$ cat src/rtl/mem_access_unit_pkg.sv
// Shared widths, size/state encodings and request record for the two-slot load/store unit.
package mem_access_unit_pkg;

  localparam int DWIDTH      = 32;
  localparam int AWIDTH_MEM  = 8;
  localparam int AWIDTH_BYTE = AWIDTH_MEM + 2;

  typedef enum logic [1:0] {
    SZ_BYTE     = 2'b00,
    SZ_HALF     = 2'b01,
    SZ_WORD     = 2'b10,
    SZ_WORD_ALT = 2'b11
  } size_e;

  typedef enum logic [1:0] {
    ST_IDLE   = 2'd0,
    ST_ACCESS = 2'd1,
    ST_SECOND = 2'd2,
    ST_RESP   = 2'd3
  } state_e;

  typedef struct packed {
    logic                   valid;
    logic                   load;
    size_e                  size;
    logic                   uns;
    logic [AWIDTH_BYTE-1:0] addr;
    logic [DWIDTH-1:0]      wdata;
  } req_t;

  function automatic logic [AWIDTH_MEM-1:0] word_addr(input logic [AWIDTH_BYTE-1:0] addr);
    return addr[AWIDTH_BYTE-1:2];
  endfunction

endpackage

$ cat src/rtl/mem_access_unit_if.sv
// Request/response and memory-port bundle of mem_access_unit; slave is the unit side.
interface mem_access_unit_if;
  import mem_access_unit_pkg::*;

  logic                   lsu_i_valid_1, lsu_i_valid_2;
  logic                   lsu_i_load_1, lsu_i_load_2;
  logic [1:0]             lsu_i_size_1, lsu_i_size_2;
  logic                   lsu_i_unsigned_1, lsu_i_unsigned_2;
  logic [AWIDTH_BYTE-1:0] lsu_i_addr_1, lsu_i_addr_2;
  logic [DWIDTH-1:0]      lsu_i_wdata_1, lsu_i_wdata_2;
  logic                   lsu_o_ready;
  logic                   lsu_o_done_1, lsu_o_done_2;
  logic [DWIDTH-1:0]      lsu_o_rdata_1, lsu_o_rdata_2;
  logic                   lsu_o_misalign_1, lsu_o_misalign_2;
  logic                   lsu_o_ce;
  logic                   lsu_o_wr_en_1, lsu_o_wr_en_2;
  logic [3:0]             lsu_o_mask_1, lsu_o_mask_2;
  logic [AWIDTH_MEM-1:0]  lsu_o_addr_1, lsu_o_addr_2;
  logic [DWIDTH-1:0]      lsu_o_wdata_1, lsu_o_wdata_2;
  logic [DWIDTH-1:0]      lsu_i_mem_rdata_1, lsu_i_mem_rdata_2;

  modport slave (
    input  lsu_i_valid_1, lsu_i_valid_2, lsu_i_load_1, lsu_i_load_2,
           lsu_i_size_1, lsu_i_size_2, lsu_i_unsigned_1, lsu_i_unsigned_2,
           lsu_i_addr_1, lsu_i_addr_2, lsu_i_wdata_1, lsu_i_wdata_2,
           lsu_i_mem_rdata_1, lsu_i_mem_rdata_2,
    output lsu_o_ready, lsu_o_done_1, lsu_o_done_2, lsu_o_rdata_1, lsu_o_rdata_2,
           lsu_o_misalign_1, lsu_o_misalign_2, lsu_o_ce, lsu_o_wr_en_1, lsu_o_wr_en_2,
           lsu_o_mask_1, lsu_o_mask_2, lsu_o_addr_1, lsu_o_addr_2,
           lsu_o_wdata_1, lsu_o_wdata_2
  );

  modport master (
    output lsu_i_valid_1, lsu_i_valid_2, lsu_i_load_1, lsu_i_load_2,
           lsu_i_size_1, lsu_i_size_2, lsu_i_unsigned_1, lsu_i_unsigned_2,
           lsu_i_addr_1, lsu_i_addr_2, lsu_i_wdata_1, lsu_i_wdata_2,
           lsu_i_mem_rdata_1, lsu_i_mem_rdata_2,
    input  lsu_o_ready, lsu_o_done_1, lsu_o_done_2, lsu_o_rdata_1, lsu_o_rdata_2,
           lsu_o_misalign_1, lsu_o_misalign_2, lsu_o_ce, lsu_o_wr_en_1, lsu_o_wr_en_2,
           lsu_o_mask_1, lsu_o_mask_2, lsu_o_addr_1, lsu_o_addr_2,
           lsu_o_wdata_1, lsu_o_wdata_2
  );

endinterface

$ cat src/rtl/mem_access_unit_lsu_align.sv
// Per-slot combinational alignment: byte mask, lane-shifted store data,
// misalignment flag and size-truncated, extended load data.
module lsu_align
  import mem_access_unit_pkg::*;
(
  input  size_e             size,
  input  logic              uns,
  input  logic [1:0]        off,
  input  logic [DWIDTH-1:0] wdata,
  input  logic [DWIDTH-1:0] mem_word,
  output logic [3:0]        mask,
  output logic [DWIDTH-1:0] wdata_sh,
  output logic              misalign,
  output logic [DWIDTH-1:0] load_data
);

  logic [4:0]        bit_off;
  logic [DWIDTH-1:0] word_sh;

  assign bit_off  = {off, 3'b000};
  assign word_sh  = mem_word >> bit_off;
  assign wdata_sh = wdata << bit_off;

  always_comb begin
    // NOTE: every output gets a default first so no path through the case infers a latch.
    misalign  = 1'b0;
    mask      = 4'b1111;
    load_data = word_sh;
    case (size)
      SZ_BYTE: begin
        mask      = 4'b0001 << off;
        load_data = {{(DWIDTH-8){word_sh[7] & ~uns}}, word_sh[7:0]};
      end
      SZ_HALF: begin
        misalign  = off[0];
        mask      = 4'b0011 << off;
        load_data = {{(DWIDTH-16){word_sh[15] & ~uns}}, word_sh[15:0]};
      end
      default: misalign = |off;
    endcase
    // A zero mask keeps a faulting store from being merged into a forwarded load.
    if (misalign) mask = 4'b0000;
  end

endmodule

$ cat src/rtl/mem_access_unit.sv
// Two-slot load/store unit with same-word conflict splitting.
// Define LSU_FORWARD_EN to forward a slot 1 store into a same-word slot 2 load instead of splitting.
module mem_access_unit
  import mem_access_unit_pkg::*;
(
  input  logic               lsu_clk,
  input  logic               lsu_rst,
  mem_access_unit_if.slave   bus
);

  state_e            state_q, state_d;
  req_t              req_in [2];
  req_t              req_q [2], req_d [2];
  logic [DWIDTH-1:0] data1_q, data1_d;
  logic [1:0]        done_q, done_d;
  logic [1:0]        misalign_q, misalign_d;
  logic [DWIDTH-1:0] rdata_q [2], rdata_d [2];

  logic [3:0]        mask [2];
  logic [DWIDTH-1:0] wdata_sh [2], load_data [2], mem_word [2];
  logic              misalign [2];
  logic [1:0]        drive;
  logic              same_word, both_valid, any_store, fwd, conflict;
  logic [DWIDTH-1:0] merged;

  assign req_in[0] = '{bus.lsu_i_valid_1, bus.lsu_i_load_1, size_e'(bus.lsu_i_size_1),
                       bus.lsu_i_unsigned_1, bus.lsu_i_addr_1, bus.lsu_i_wdata_1};
  assign req_in[1] = '{bus.lsu_i_valid_2, bus.lsu_i_load_2, size_e'(bus.lsu_i_size_2),
                       bus.lsu_i_unsigned_2, bus.lsu_i_addr_2, bus.lsu_i_wdata_2};

  assign same_word  = word_addr(req_q[0].addr) == word_addr(req_q[1].addr);
  assign both_valid = req_q[0].valid & req_q[1].valid;
  assign any_store  = ~req_q[0].load | ~req_q[1].load;
`ifdef LSU_FORWARD_EN
  assign fwd = both_valid & same_word & ~req_q[0].load & req_q[1].load;
`else
  assign fwd = 1'b0;
`endif
  assign conflict = both_valid & same_word & any_store & ~fwd;

  for (genvar k = 0; k < 2; k++) begin : g_slot
    lsu_align u_align (
      .size      (req_q[k].size),
      .uns       (req_q[k].uns),
      .off       (req_q[k].addr[1:0]),
      .wdata     (req_q[k].wdata),
      .mem_word  (mem_word[k]),
      .mask      (mask[k]),
      .wdata_sh  (wdata_sh[k]),
      .misalign  (misalign[k]),
      .load_data (load_data[k])
    );
  end

  // Forwarded slot 2 sees the pre-store word, so slot 1's store lanes are merged in here.
  always_comb begin
    merged = bus.lsu_i_mem_rdata_2;
    for (int b = 0; b < 4; b++)
      if (mask[0][b]) merged[8*b +: 8] = wdata_sh[0][8*b +: 8];
  end

  // Slot 1's read data is overwritten by memory during SECOND, hence the held copy.
  assign mem_word[0] = conflict ? data1_q : bus.lsu_i_mem_rdata_1;
  assign mem_word[1] = fwd ? merged : bus.lsu_i_mem_rdata_2;

  assign drive[0] = (state_q == ST_ACCESS) & req_q[0].valid & ~misalign[0];
  assign drive[1] = (((state_q == ST_ACCESS) & ~conflict) | (state_q == ST_SECOND))
                    & req_q[1].valid & ~misalign[1];

  assign bus.lsu_o_ready      = (state_q == ST_IDLE);
  assign bus.lsu_o_ce         = |drive;
  assign bus.lsu_o_wr_en_1    = drive[0] & ~req_q[0].load;
  assign bus.lsu_o_wr_en_2    = drive[1] & ~req_q[1].load;
  assign bus.lsu_o_mask_1     = drive[0] ? mask[0] : 4'b0000;
  assign bus.lsu_o_mask_2     = drive[1] ? mask[1] : 4'b0000;
  assign bus.lsu_o_addr_1     = drive[0] ? word_addr(req_q[0].addr) : '0;
  assign bus.lsu_o_addr_2     = drive[1] ? word_addr(req_q[1].addr) : '0;
  assign bus.lsu_o_wdata_1    = drive[0] ? wdata_sh[0] : '0;
  assign bus.lsu_o_wdata_2    = drive[1] ? wdata_sh[1] : '0;
  assign bus.lsu_o_done_1     = done_q[0];
  assign bus.lsu_o_done_2     = done_q[1];
  assign bus.lsu_o_rdata_1    = rdata_q[0];
  assign bus.lsu_o_rdata_2    = rdata_q[1];
  assign bus.lsu_o_misalign_1 = misalign_q[0];
  assign bus.lsu_o_misalign_2 = misalign_q[1];

  always_comb begin
    state_d    = state_q;
    req_d      = req_q;
    data1_d    = data1_q;
    done_d     = 2'b00;
    misalign_d = misalign_q;
    rdata_d    = rdata_q;
    case (state_q)
      ST_IDLE: begin
        if (req_in[0].valid | req_in[1].valid) begin
          req_d   = req_in;
          state_d = ST_ACCESS;
        end
      end
      ST_ACCESS: state_d = conflict ? ST_SECOND : ST_RESP;
      ST_SECOND: begin
        data1_d = bus.lsu_i_mem_rdata_1;
        state_d = ST_RESP;
      end
      default: begin
        for (int k = 0; k < 2; k++) begin
          if (req_q[k].valid) begin
            done_d[k]     = 1'b1;
            misalign_d[k] = misalign[k];
            rdata_d[k]    = (req_q[k].load && !misalign[k]) ? load_data[k] : '0;
          end
          req_d[k] = '0;
        end
        state_d = ST_IDLE;
      end
    endcase
  end

  always_ff @(posedge lsu_clk) begin
    if (lsu_rst) begin
      state_q    <= ST_IDLE;
      data1_q    <= '0;
      done_q     <= 2'b00;
      misalign_q <= 2'b00;
      for (int k = 0; k < 2; k++) begin
        req_q[k]   <= '0;
        rdata_q[k] <= '0;
      end
    end else begin
      // NOTE: non-blocking assignments so every flop samples pre-edge values.
      state_q    <= state_d;
      data1_q    <= data1_d;
      done_q     <= done_d;
      misalign_q <= misalign_d;
      req_q      <= req_d;
      rdata_q    <= rdata_d;
    end
  end

endmodule

$ cat src/flat_wrapper.sv
// flat-port wrapper written by rule: the top's interface ports become plain ports
module mem_access_unit_flat import mem_access_unit_pkg::*;
  (lsu_clk, lsu_rst, bus_lsu_i_valid_1, bus_lsu_i_valid_2, bus_lsu_i_load_1, bus_lsu_i_load_2, bus_lsu_i_size_1, bus_lsu_i_size_2, bus_lsu_i_unsigned_1, bus_lsu_i_unsigned_2, bus_lsu_i_addr_1, bus_lsu_i_addr_2, bus_lsu_i_wdata_1, bus_lsu_i_wdata_2, bus_lsu_i_mem_rdata_1, bus_lsu_i_mem_rdata_2, bus_lsu_o_ready, bus_lsu_o_done_1, bus_lsu_o_done_2, bus_lsu_o_rdata_1, bus_lsu_o_rdata_2, bus_lsu_o_misalign_1, bus_lsu_o_misalign_2, bus_lsu_o_ce, bus_lsu_o_wr_en_1, bus_lsu_o_wr_en_2, bus_lsu_o_mask_1, bus_lsu_o_mask_2, bus_lsu_o_addr_1, bus_lsu_o_addr_2, bus_lsu_o_wdata_1, bus_lsu_o_wdata_2);
  mem_access_unit_if bus_i ();
  input  logic lsu_clk;
  input  logic lsu_rst;
  input wire logic [$bits(bus_i.lsu_i_valid_1)-1:0] bus_lsu_i_valid_1;
  input wire logic [$bits(bus_i.lsu_i_valid_2)-1:0] bus_lsu_i_valid_2;
  input wire logic [$bits(bus_i.lsu_i_load_1)-1:0] bus_lsu_i_load_1;
  input wire logic [$bits(bus_i.lsu_i_load_2)-1:0] bus_lsu_i_load_2;
  input wire logic [$bits(bus_i.lsu_i_size_1)-1:0] bus_lsu_i_size_1;
  input wire logic [$bits(bus_i.lsu_i_size_2)-1:0] bus_lsu_i_size_2;
  input wire logic [$bits(bus_i.lsu_i_unsigned_1)-1:0] bus_lsu_i_unsigned_1;
  input wire logic [$bits(bus_i.lsu_i_unsigned_2)-1:0] bus_lsu_i_unsigned_2;
  input wire logic [$bits(bus_i.lsu_i_addr_1)-1:0] bus_lsu_i_addr_1;
  input wire logic [$bits(bus_i.lsu_i_addr_2)-1:0] bus_lsu_i_addr_2;
  input wire logic [$bits(bus_i.lsu_i_wdata_1)-1:0] bus_lsu_i_wdata_1;
  input wire logic [$bits(bus_i.lsu_i_wdata_2)-1:0] bus_lsu_i_wdata_2;
  input wire logic [$bits(bus_i.lsu_i_mem_rdata_1)-1:0] bus_lsu_i_mem_rdata_1;
  input wire logic [$bits(bus_i.lsu_i_mem_rdata_2)-1:0] bus_lsu_i_mem_rdata_2;
  output wire logic [$bits(bus_i.lsu_o_ready)-1:0] bus_lsu_o_ready;
  output wire logic [$bits(bus_i.lsu_o_done_1)-1:0] bus_lsu_o_done_1;
  output wire logic [$bits(bus_i.lsu_o_done_2)-1:0] bus_lsu_o_done_2;
  output wire logic [$bits(bus_i.lsu_o_rdata_1)-1:0] bus_lsu_o_rdata_1;
  output wire logic [$bits(bus_i.lsu_o_rdata_2)-1:0] bus_lsu_o_rdata_2;
  output wire logic [$bits(bus_i.lsu_o_misalign_1)-1:0] bus_lsu_o_misalign_1;
  output wire logic [$bits(bus_i.lsu_o_misalign_2)-1:0] bus_lsu_o_misalign_2;
  output wire logic [$bits(bus_i.lsu_o_ce)-1:0] bus_lsu_o_ce;
  output wire logic [$bits(bus_i.lsu_o_wr_en_1)-1:0] bus_lsu_o_wr_en_1;
  output wire logic [$bits(bus_i.lsu_o_wr_en_2)-1:0] bus_lsu_o_wr_en_2;
  output wire logic [$bits(bus_i.lsu_o_mask_1)-1:0] bus_lsu_o_mask_1;
  output wire logic [$bits(bus_i.lsu_o_mask_2)-1:0] bus_lsu_o_mask_2;
  output wire logic [$bits(bus_i.lsu_o_addr_1)-1:0] bus_lsu_o_addr_1;
  output wire logic [$bits(bus_i.lsu_o_addr_2)-1:0] bus_lsu_o_addr_2;
  output wire logic [$bits(bus_i.lsu_o_wdata_1)-1:0] bus_lsu_o_wdata_1;
  output wire logic [$bits(bus_i.lsu_o_wdata_2)-1:0] bus_lsu_o_wdata_2;
  assign bus_i.lsu_i_valid_1 = bus_lsu_i_valid_1;
  assign bus_i.lsu_i_valid_2 = bus_lsu_i_valid_2;
  assign bus_i.lsu_i_load_1 = bus_lsu_i_load_1;
  assign bus_i.lsu_i_load_2 = bus_lsu_i_load_2;
  assign bus_i.lsu_i_size_1 = bus_lsu_i_size_1;
  assign bus_i.lsu_i_size_2 = bus_lsu_i_size_2;
  assign bus_i.lsu_i_unsigned_1 = bus_lsu_i_unsigned_1;
  assign bus_i.lsu_i_unsigned_2 = bus_lsu_i_unsigned_2;
  assign bus_i.lsu_i_addr_1 = bus_lsu_i_addr_1;
  assign bus_i.lsu_i_addr_2 = bus_lsu_i_addr_2;
  assign bus_i.lsu_i_wdata_1 = bus_lsu_i_wdata_1;
  assign bus_i.lsu_i_wdata_2 = bus_lsu_i_wdata_2;
  assign bus_i.lsu_i_mem_rdata_1 = bus_lsu_i_mem_rdata_1;
  assign bus_i.lsu_i_mem_rdata_2 = bus_lsu_i_mem_rdata_2;
  assign bus_lsu_o_ready = bus_i.lsu_o_ready;
  assign bus_lsu_o_done_1 = bus_i.lsu_o_done_1;
  assign bus_lsu_o_done_2 = bus_i.lsu_o_done_2;
  assign bus_lsu_o_rdata_1 = bus_i.lsu_o_rdata_1;
  assign bus_lsu_o_rdata_2 = bus_i.lsu_o_rdata_2;
  assign bus_lsu_o_misalign_1 = bus_i.lsu_o_misalign_1;
  assign bus_lsu_o_misalign_2 = bus_i.lsu_o_misalign_2;
  assign bus_lsu_o_ce = bus_i.lsu_o_ce;
  assign bus_lsu_o_wr_en_1 = bus_i.lsu_o_wr_en_1;
  assign bus_lsu_o_wr_en_2 = bus_i.lsu_o_wr_en_2;
  assign bus_lsu_o_mask_1 = bus_i.lsu_o_mask_1;
  assign bus_lsu_o_mask_2 = bus_i.lsu_o_mask_2;
  assign bus_lsu_o_addr_1 = bus_i.lsu_o_addr_1;
  assign bus_lsu_o_addr_2 = bus_i.lsu_o_addr_2;
  assign bus_lsu_o_wdata_1 = bus_i.lsu_o_wdata_1;
  assign bus_lsu_o_wdata_2 = bus_i.lsu_o_wdata_2;
  mem_access_unit u_core (.lsu_clk(lsu_clk), .lsu_rst(lsu_rst), .bus(bus_i));
endmodule
$ cat config.mk
export PLATFORM = sky130hd
export DESIGN_NAME = mem_access_unit_flat
export DESIGN_NICKNAME = d
export VERILOG_FILES = /design/src/rtl/mem_access_unit_pkg.sv /design/src/rtl/mem_access_unit_if.sv /design/src/rtl/mem_access_unit_lsu_align.sv /design/src/rtl/mem_access_unit.sv /design/src/flat_wrapper.sv
export SDC_FILE = /design/constraint.sdc
export NUM_CORES = 1
export LEC_CHECK = 0
export CAP_MARGIN = 20
export CORE_MARGIN = 3
export CORE_UTILIZATION = 38
export CTS_BUF_LIST = sky130_fd_sc_hd__clkbuf_8
export DETAILED_ROUTE_END_ITERATION = 8
export GPL_TIMING_DRIVEN = 0
export PLACE_DENSITY = 0.71
export SYNTH_ARGS = -nofsm -noshare
export SYNTH_HDL_FRONTEND = slang
export SYNTH_SLANG_ARGS = --single-unit
$ cat constraint.sdc
create_clock -name lsu_clk -period 2.65 [get_ports lsu_clk]
set_input_delay 0.53 -clock lsu_clk [delete_from_list [all_inputs] [get_ports lsu_clk]]
set_output_delay 0.53 -clock lsu_clk [all_outputs]
set_load 0.1 [all_outputs]
==> results of run 1 <==
-- sequential cells by signal (all words and copies together), names as in the netlist --
signal,flops
u_core.bus.lsu_o_rdata_1,32
u_core.bus.lsu_o_rdata_2,32
u_core.data1_q,32
u_core.done_q,2
u_core.misalign_q,2
u_core.req_q,94
u_core.state_q,2
-- logic make-up (layout without fill, tap and decap cells) --
kind of cell / count (synthesis) / count (layout) / share of synthesized area (%)
multiplexers: 129 / 129 / 14.6
other: 0 / 3 / 0
AO/OA/AOI/OAI: 282 / 282 / 22.7
flip-flops: 196 / 196 / 40.9
buffers and inverters: 98 / 487 / 3.94
XOR/XNOR: 11 / 11 / 1.00
adder cells (fa/ha/maj): 5 / 5 / 0.652
AND/OR/NAND/NOR: 334 / 334 / 16.2
-- power breakdown --
| part | internal [mW] | switching (mW) | total, mW |
|---|---|---|---|
| Sequential | 3.56 | 0.677 | 4.24 |
| Clock | 0.725 | 1.22 | 1.95 |
| Combinational | 2.80 | 4.14 | 6.93 |
| Total | 7.08 | 6.03 | 13.1 |
-- through the flow --
step           setup slack (ns)  total power, mW
3_3_place_gp              -1.56             9.81
3_5_place_dp              -1.55             9.93
5_1_grt                  -0.607             13.8
2_1_floorplan            -0.217             8.25
6_report                 -0.527             13.1
4_1_cts                  -0.535             12.8
-- cell usage in the layout (no fill, tap or decap), types with 16 or more instances in the layout --
| cell | count |
|---|---|
| nor2_1 | 113 |
| a211oi_4 | 17 |
| nor2_4 | 27 |
| mux2i_1 | 109 |
| nor2b_1 | 31 |
| a22o_1 | 99 |
| and2_4 | 16 |
| o21ai_0 | 21 |
| clkdlybuf4s50_1 | 227 |
| a22oi_1 | 24 |
| buf_4 | 23 |
| o21ai_1 | 16 |
| clkbuf_8 | 22 |
| buf_12 | 92 |
| nand2_1 | 71 |
| clkbuf_1 | 41 |
| a21oi_1 | 33 |
| dfxtp_1 | 180 |
-- what timing repair did --
item / in CTS / in global routing
gates cloned: 5 / 3
setup endpoints to repair: 141 / 135
pin swaps: 26 / 27
setup buffers: 29 / 11
resized for setup: 933 / 68
-- layer usage --
layer  global-route usage [%]  up-vias  share of wire [%]
met1                     36.0     4727                 42
met4                     10.5        4                3.1
met2                     46.0      428                 48
li1                         -     4568                  -
met5                        0        -              0.066
met3                     6.04       76                6.9
-- how the worst max path moves through the flow --
stage / to / depth (start not counted) / start
after CTS: bus_lsu_o_wdata_2[7] / 10 / u_core.req_q[83]
after floorplan: bus_lsu_o_wdata_1[10] / 6 / u_core.req_q[91]
after detailed placement: bus_lsu_o_wdata_2[7] / 9 / u_core.req_q[84]
final: bus_lsu_o_wdata_2[7] / 10 / u_core.req_q[83]
after global placement: bus_lsu_o_wdata_2[6] / 9 / u_core.req_q[84]
after global routing: bus_lsu_o_wdata_2[7] / 10 / u_core.req_q[83]
-- worst max-delay path: cells and delay by family, from the launching register on --
kind | cells | cell delay (ns)
flip-flops | 1 | 0.35
buffers and inverters | 4 | 0.67
AO/OA/AOI/OAI | 1 | 0.21
XOR/XNOR | 1 | 0.18
AND/OR/NAND/NOR | 4 | 0.77
-- cell type report --
class	count	area (um2)	share of cell area, %
multi-input cells	761	6260	38.6
repair buffers	363	4590	28.3
flip-flops and latches	196	3950	24.3
plain buffers	87	613	3.78
well taps	324	405	2.50
clock buffers	18	248	1.53
clock inverters	14	140	0.863
inverters	5	18.8	0.116
diodes	3	7.51	0.0462
==> results.json, run 1 <==
{
  "reg2reg_depth": 9,
  "cap_violations": 0,
  "drt_iter0_markers": 645,
  "rows": 57,
  "ys_ff_latch": 196,
  "antenna_found_initial": 5,
  "drtAntennaViolNets": 0,
  "clock_latency_ns": 0.48,
  "crit_path_max_fanout": 8,
  "clock_sinks": 196,
  "violations": "setup timing",
  "holdWs_ns": 0.456,
  "fillers": 1935,
  "firstDrtPassIters": 7,
  "fin_ws_ns": -0.527,
  "dpl_cell_area_um2": 13900,
  "area_delta_synth_final_pct": 69.2,
  "fin_nets": 1596,
  "grt_max_degree": 20,
  "fin_worst_skew_ns": 0.0276,
  "synth_top_area_share_pct": 40.9,
  "finalCriticalPeriod_ns": 3.18,
  "critPathLaunchType": "flop",
  "reg2reg_slack_ns": 0.06,
  "synth_area_um2": 9600,
  "async_flop_share_pct": 0,
  "grt_overflow": 0,
  "grt_pass1_vias": 10014,
  "leakagePower_nw": 6.09,
  "hpwl_um": 28100,
  "finalCritPeriodShare_pct": 120,
  "die_area_um2": 27200,
  "num_io_pins": 320,
  "slowest_delay_ns": 0.35,
  "synth_nets": 1220,
  "dp.cells": 1699,
  "drc_errors": 0,
  "setup_viol": 55,
  "h-tree-depth": 4,
  "crit_arrival_ns": 2.65,
  "dieHeight_um": 165,
  "tritoncts": "yes",
  "coreArea_um2": 24500,
  "grt_pass1_wl_um": 58200,
  "cp_data_required_time_ns": 2.12,
  "worstMarginPinSlew_ns": 1.07,
  "synth-main-ff-cell": "dfxtp_1",
  "cts.path.max_buffers": 2,
  "avgRoutedWirePerCell_um": 22.1,
  "peakVddDrop_uv": 407,
  "ys_seq_area_share_pct": 40.9,
  "yosys-top-cells-area": "dfxtp_1 41%, mux2i_1 12%, a22o_1 9.0%",
  "root_buffer": "clkbuf_8",
  "vias_per_cell": 5.54,
  "synth_edf_count": 0,
  "relSlewSlack_pct": 28.5,
  "dr_total_vias": 9803,
  "routed_wl_um": 39200,
  "finalHoldViolCount": 0,
  "outcome": "finished with violations",
  "holdBufCountCts": 0,
  "start_util_pct": 39.1,
  "synthesis.instances": 1055,
  "rr_startpoint": "u_core.req_q[83]",
  "grt_usage_pct": 28.0,
  "rsz0062_at_grt": "true",
  "synth_cell_types": 58,
  "finalInstanceArea_um2": 16200,
  "yosysTopAreaCell": "dfxtp_1",
  "hold_class": "reg -> reg",
  "drive_gt1_share_pct": 26.4,
  "cp_cell_sequence": "xor2_2, nor4_4, buf_4, nand3_4, buf_12, a21o_4, and3_4, clkbuf_16, and3_4, buf_12",
  "synth_commonest_cells": "196 x dfxtp_1, 142 x nor2_1, 119 x mux2i_1, 99 x a22o_1, 77 x clkbuf_1",
  "numCtsBuffers": 17,
  "layout.cells.non_filler": 1771,
  "crit_type": "reg -> out",
  "slowest_stage": "dfxtp_2",
  "routabilityCongestion": 0.917,
  "power_density_nw_per_um2": 808,
  "io_buffers": 319,
  "min_from": "u_core.bus.lsu_o_rdata_1[4]",
  "holdPathEnd": "u_core.bus.lsu_o_rdata_1[4]",
  "path_clk_slew_ns": 0.11,
  "tns_ns": -19.43,
  "whs_path_depth": 2,
  "endpoint_kind": "output port",
  "slew_viol_final": 0,
  "avgSynthCellArea_um2": 9.10,
  "fmax_ghz": 0.315,
  "r2r_end": "u_core.bus.lsu_o_rdata_1[14]",
  "synthMostInstantiatedCell": "dfxtp_1",
  "utilization_pct": 66.2,
  "ys_warn_count": 0,
  "chipWidth_um": 165
}
Power figures use the tool's default switching activity.
==> inputs of run 2 (changes only) <==
CORE_UTILIZATION = 36   (was 38)
PLACE_DENSITY = 0.68   (was 0.71)
SKIP_LAST_GASP = 1   (was not set)
==> run 2 against run 1 <==
Against the previous run:
- die area is 5.4% higher
- the flow still finishes with violations (setup timing)
- final area up 1.0%
- critical path depth stayed put
- global-route usage is 2.1 points lower
- sequential cell count unchanged
- via count down 0.30%
- total power is 1.8% higher
- sequential share of layout area down 0.13 points
- largest power group unchanged
==> results.json, run 2 (synthesis gave the netlist of run 1 again) <==
{
  "outcome": "finished with violations",
  "violations": "setup timing",
  "critPathLaunchType": "flop",
  "avgRoutedWirePerCell_um": 21.8,
  "finalInstanceArea_um2": 16400,
  "fin_ws_ns": -0.529,
  "layout_common_cells": "227 x clkdlybuf4s50_1, 179 x dfxtp_1, 112 x nor2_1, 109 x mux2i_1, 102 x buf_12",
  "h-tree-depth": 4,
  "endpoint_kind": "output port",
  "crit_buf_inv": 4,
  "layout_commonest_cell": "clkdlybuf4s50_1",
  "leakagePower_nw": 6.13,
  "routabilityCongestion": 0.922,
  "cap_violations": 0,
  "area_delta_synth_final_pct": 70.9,
  "power_density_nw_per_um2": 814,
  "grt_overflow": 0,
  "top_register": "u_core.req_q",
  "cts.path.max_buffers": 2,
  "routed_wl_um": 38900,
  "rows": 59,
  "clock_latency_ns": 0.48,
  "finalHoldViolCount": 0,
  "tritoncts": "yes",
  "fin_worst_skew_ns": 0.0336,
  "dieHeight_um": 169,
  "firstDrtPassIters": 5,
  "crit_arrival_ns": 2.65,
  "antenna_found_initial": 4,
  "drive_gt1_share_pct": 27.0,
  "relSlewSlack_pct": 28.5,
  "whs_path_depth": 2,
  "cp_data_required_time_ns": 2.12,
  "vias_per_cell": 5.48,
  "routed-wl-met3_um": 2720,
  "slowest_delay_ns": 0.37,
  "path_clk_slew_ns": 0.12,
  "slowest_stage": "dfxtp_4",
  "holdWs_ns": 0.450,
  "finalCritPeriodShare_pct": 120,
  "dpl_cell_area_um2": 13900,
  "fmax_ghz": 0.315,
  "worstMarginPinSlew_ns": 1.07,
  "grt_pass1_wl_um": 57800,
  "cp_cell_sequence": "xor2_2, nor4_4, buf_4, nand3_4, buf_12, a21o_4, and3_4, clkbuf_16, and2_4, buf_12",
  "cp_common_cell": "buf_12",
  "drc_errors": 0,
  "wl_met1_um": 16500,
  "num_io_pins": 320,
  "drt_iter0_markers": 635,
  "crit_path_max_fanout": 8,
  "peakVddDrop_uv": 439,
  "rsz0062_at_grt": "true",
  "dr_total_vias": 9774,
  "io_buffers": 319,
  "critPathTopFamily": "simple AND/OR/NAND/NOR gates",
  "coreArea_um2": 26100,
  "root_buffer": "clkbuf_8",
  "finalCriticalPeriod_ns": 3.18,
  "grt_max_degree": 20,
  "setup_viol": 60,
  "crit_type": "reg -> out",
  "grt_usage_pct": 25.9,
  "start_util_pct": 36.7,
  "die_area_um2": 28600,
  "fin_nets": 1600,
  "wl_met2_um": 18400,
  "slew_viol_final": 0,
  "clock_sinks": 196,
  "highest_layer": "met5",
  "path_depth": 10,
  "hpwl_um": 28200,
  "grt_pass1_vias": 9920,
  "numCtsBuffers": 17,
  "reg2reg_depth": 9,
  "largest_register_ffs": 94,
  "chipWidth_um": 169,
  "drtAntennaViolNets": 0,
  "hold_class": "reg -> reg"
}
## run 2: final timing paths
| check | end | startpoint | slack [ns] |
|---|---|---|---|
| worst max-delay path | bus_lsu_o_addr_2[3] | u_core.req_q[36] | -0.53 |
| worst max register to register | u_core.bus.lsu_o_rdata_1[14] | u_core.req_q[36] | 0.08 |
| worst min-delay path | u_core.bus.lsu_o_rdata_1[26] | u_core.bus.lsu_o_rdata_1[26] | 0.45 |
| worst min register to register | u_core.bus.lsu_o_rdata_1[26] | u_core.bus.lsu_o_rdata_1[26] | 0.45 |
## run 2: where the power goes
group	total [mW]	leakage [nW]	switching, mW	internal, mW
clock	2.18	0.225	1.23	0.947
sequential	4.23	1.60	0.659	3.57
combinational	6.94	4.30	4.10	2.83
total	13.3	6.13	5.99	7.35
## run 2: metal layers
metal | global-route usage, % | vias to the layer above
li1 | - | 4579
met1 | 33.1 | 4713
met2 | 42.9 | 388
met3 | 6.15 | 88
met4 | 9.17 | 6
met5 | 0 | -
## run 2: what timing repair did
action                     CTS  global route
cloned                       4             2
pin swaps                   26            25
hold buffers                 0             0
setup buffers               30            15
setup endpoints to repair  138           184
gates resized for setup    899           112
## run 2: metrics by stage
step                      power, mW  cells  utilization [%]  setup TNS, ns  setup slack, ns
after floorplan                8.25   1055                -          -4.02           -0.217
after global placement         9.83   1709             53.2        -119.75            -1.54
after detailed placement       9.93   1710             53.3        -126.54            -1.58
after CTS                      13.1   1774             61.0         -22.35           -0.561
after global routing           14.0   1784             62.8         -28.86           -0.648
final                          13.3   1784             62.8         -19.98           -0.529
## run 2: worst reg2reg max path: cells and delay by family (launching register included)
family,cells,cell delay (ns)
AO/OA/AOI/OAI,3,0.72
XOR/XNOR,1,0.18
buffers and inverters,2,0.37
flip-flops,1,0.37
multiplexers,1,0.50
AND/OR/NAND/NOR,2,0.36
## run 2: final cells by class
type,count,area (um2)
inverter,5,18.8
buffer,87,624
timing repair buffer,367,4660
clock inverter,13,181
antenna,1,2.50
tap,335,419
multi-input combinational,761,6270
fill,2102,9730
sequential,196,3970
clock buffer,19,262
==> inputs of run 3 (changes only) <==
ABC_AREA = 0   (was not set)
==> results of run 3 <==
Final layout, timing and power as in run 2 (identical DEF).
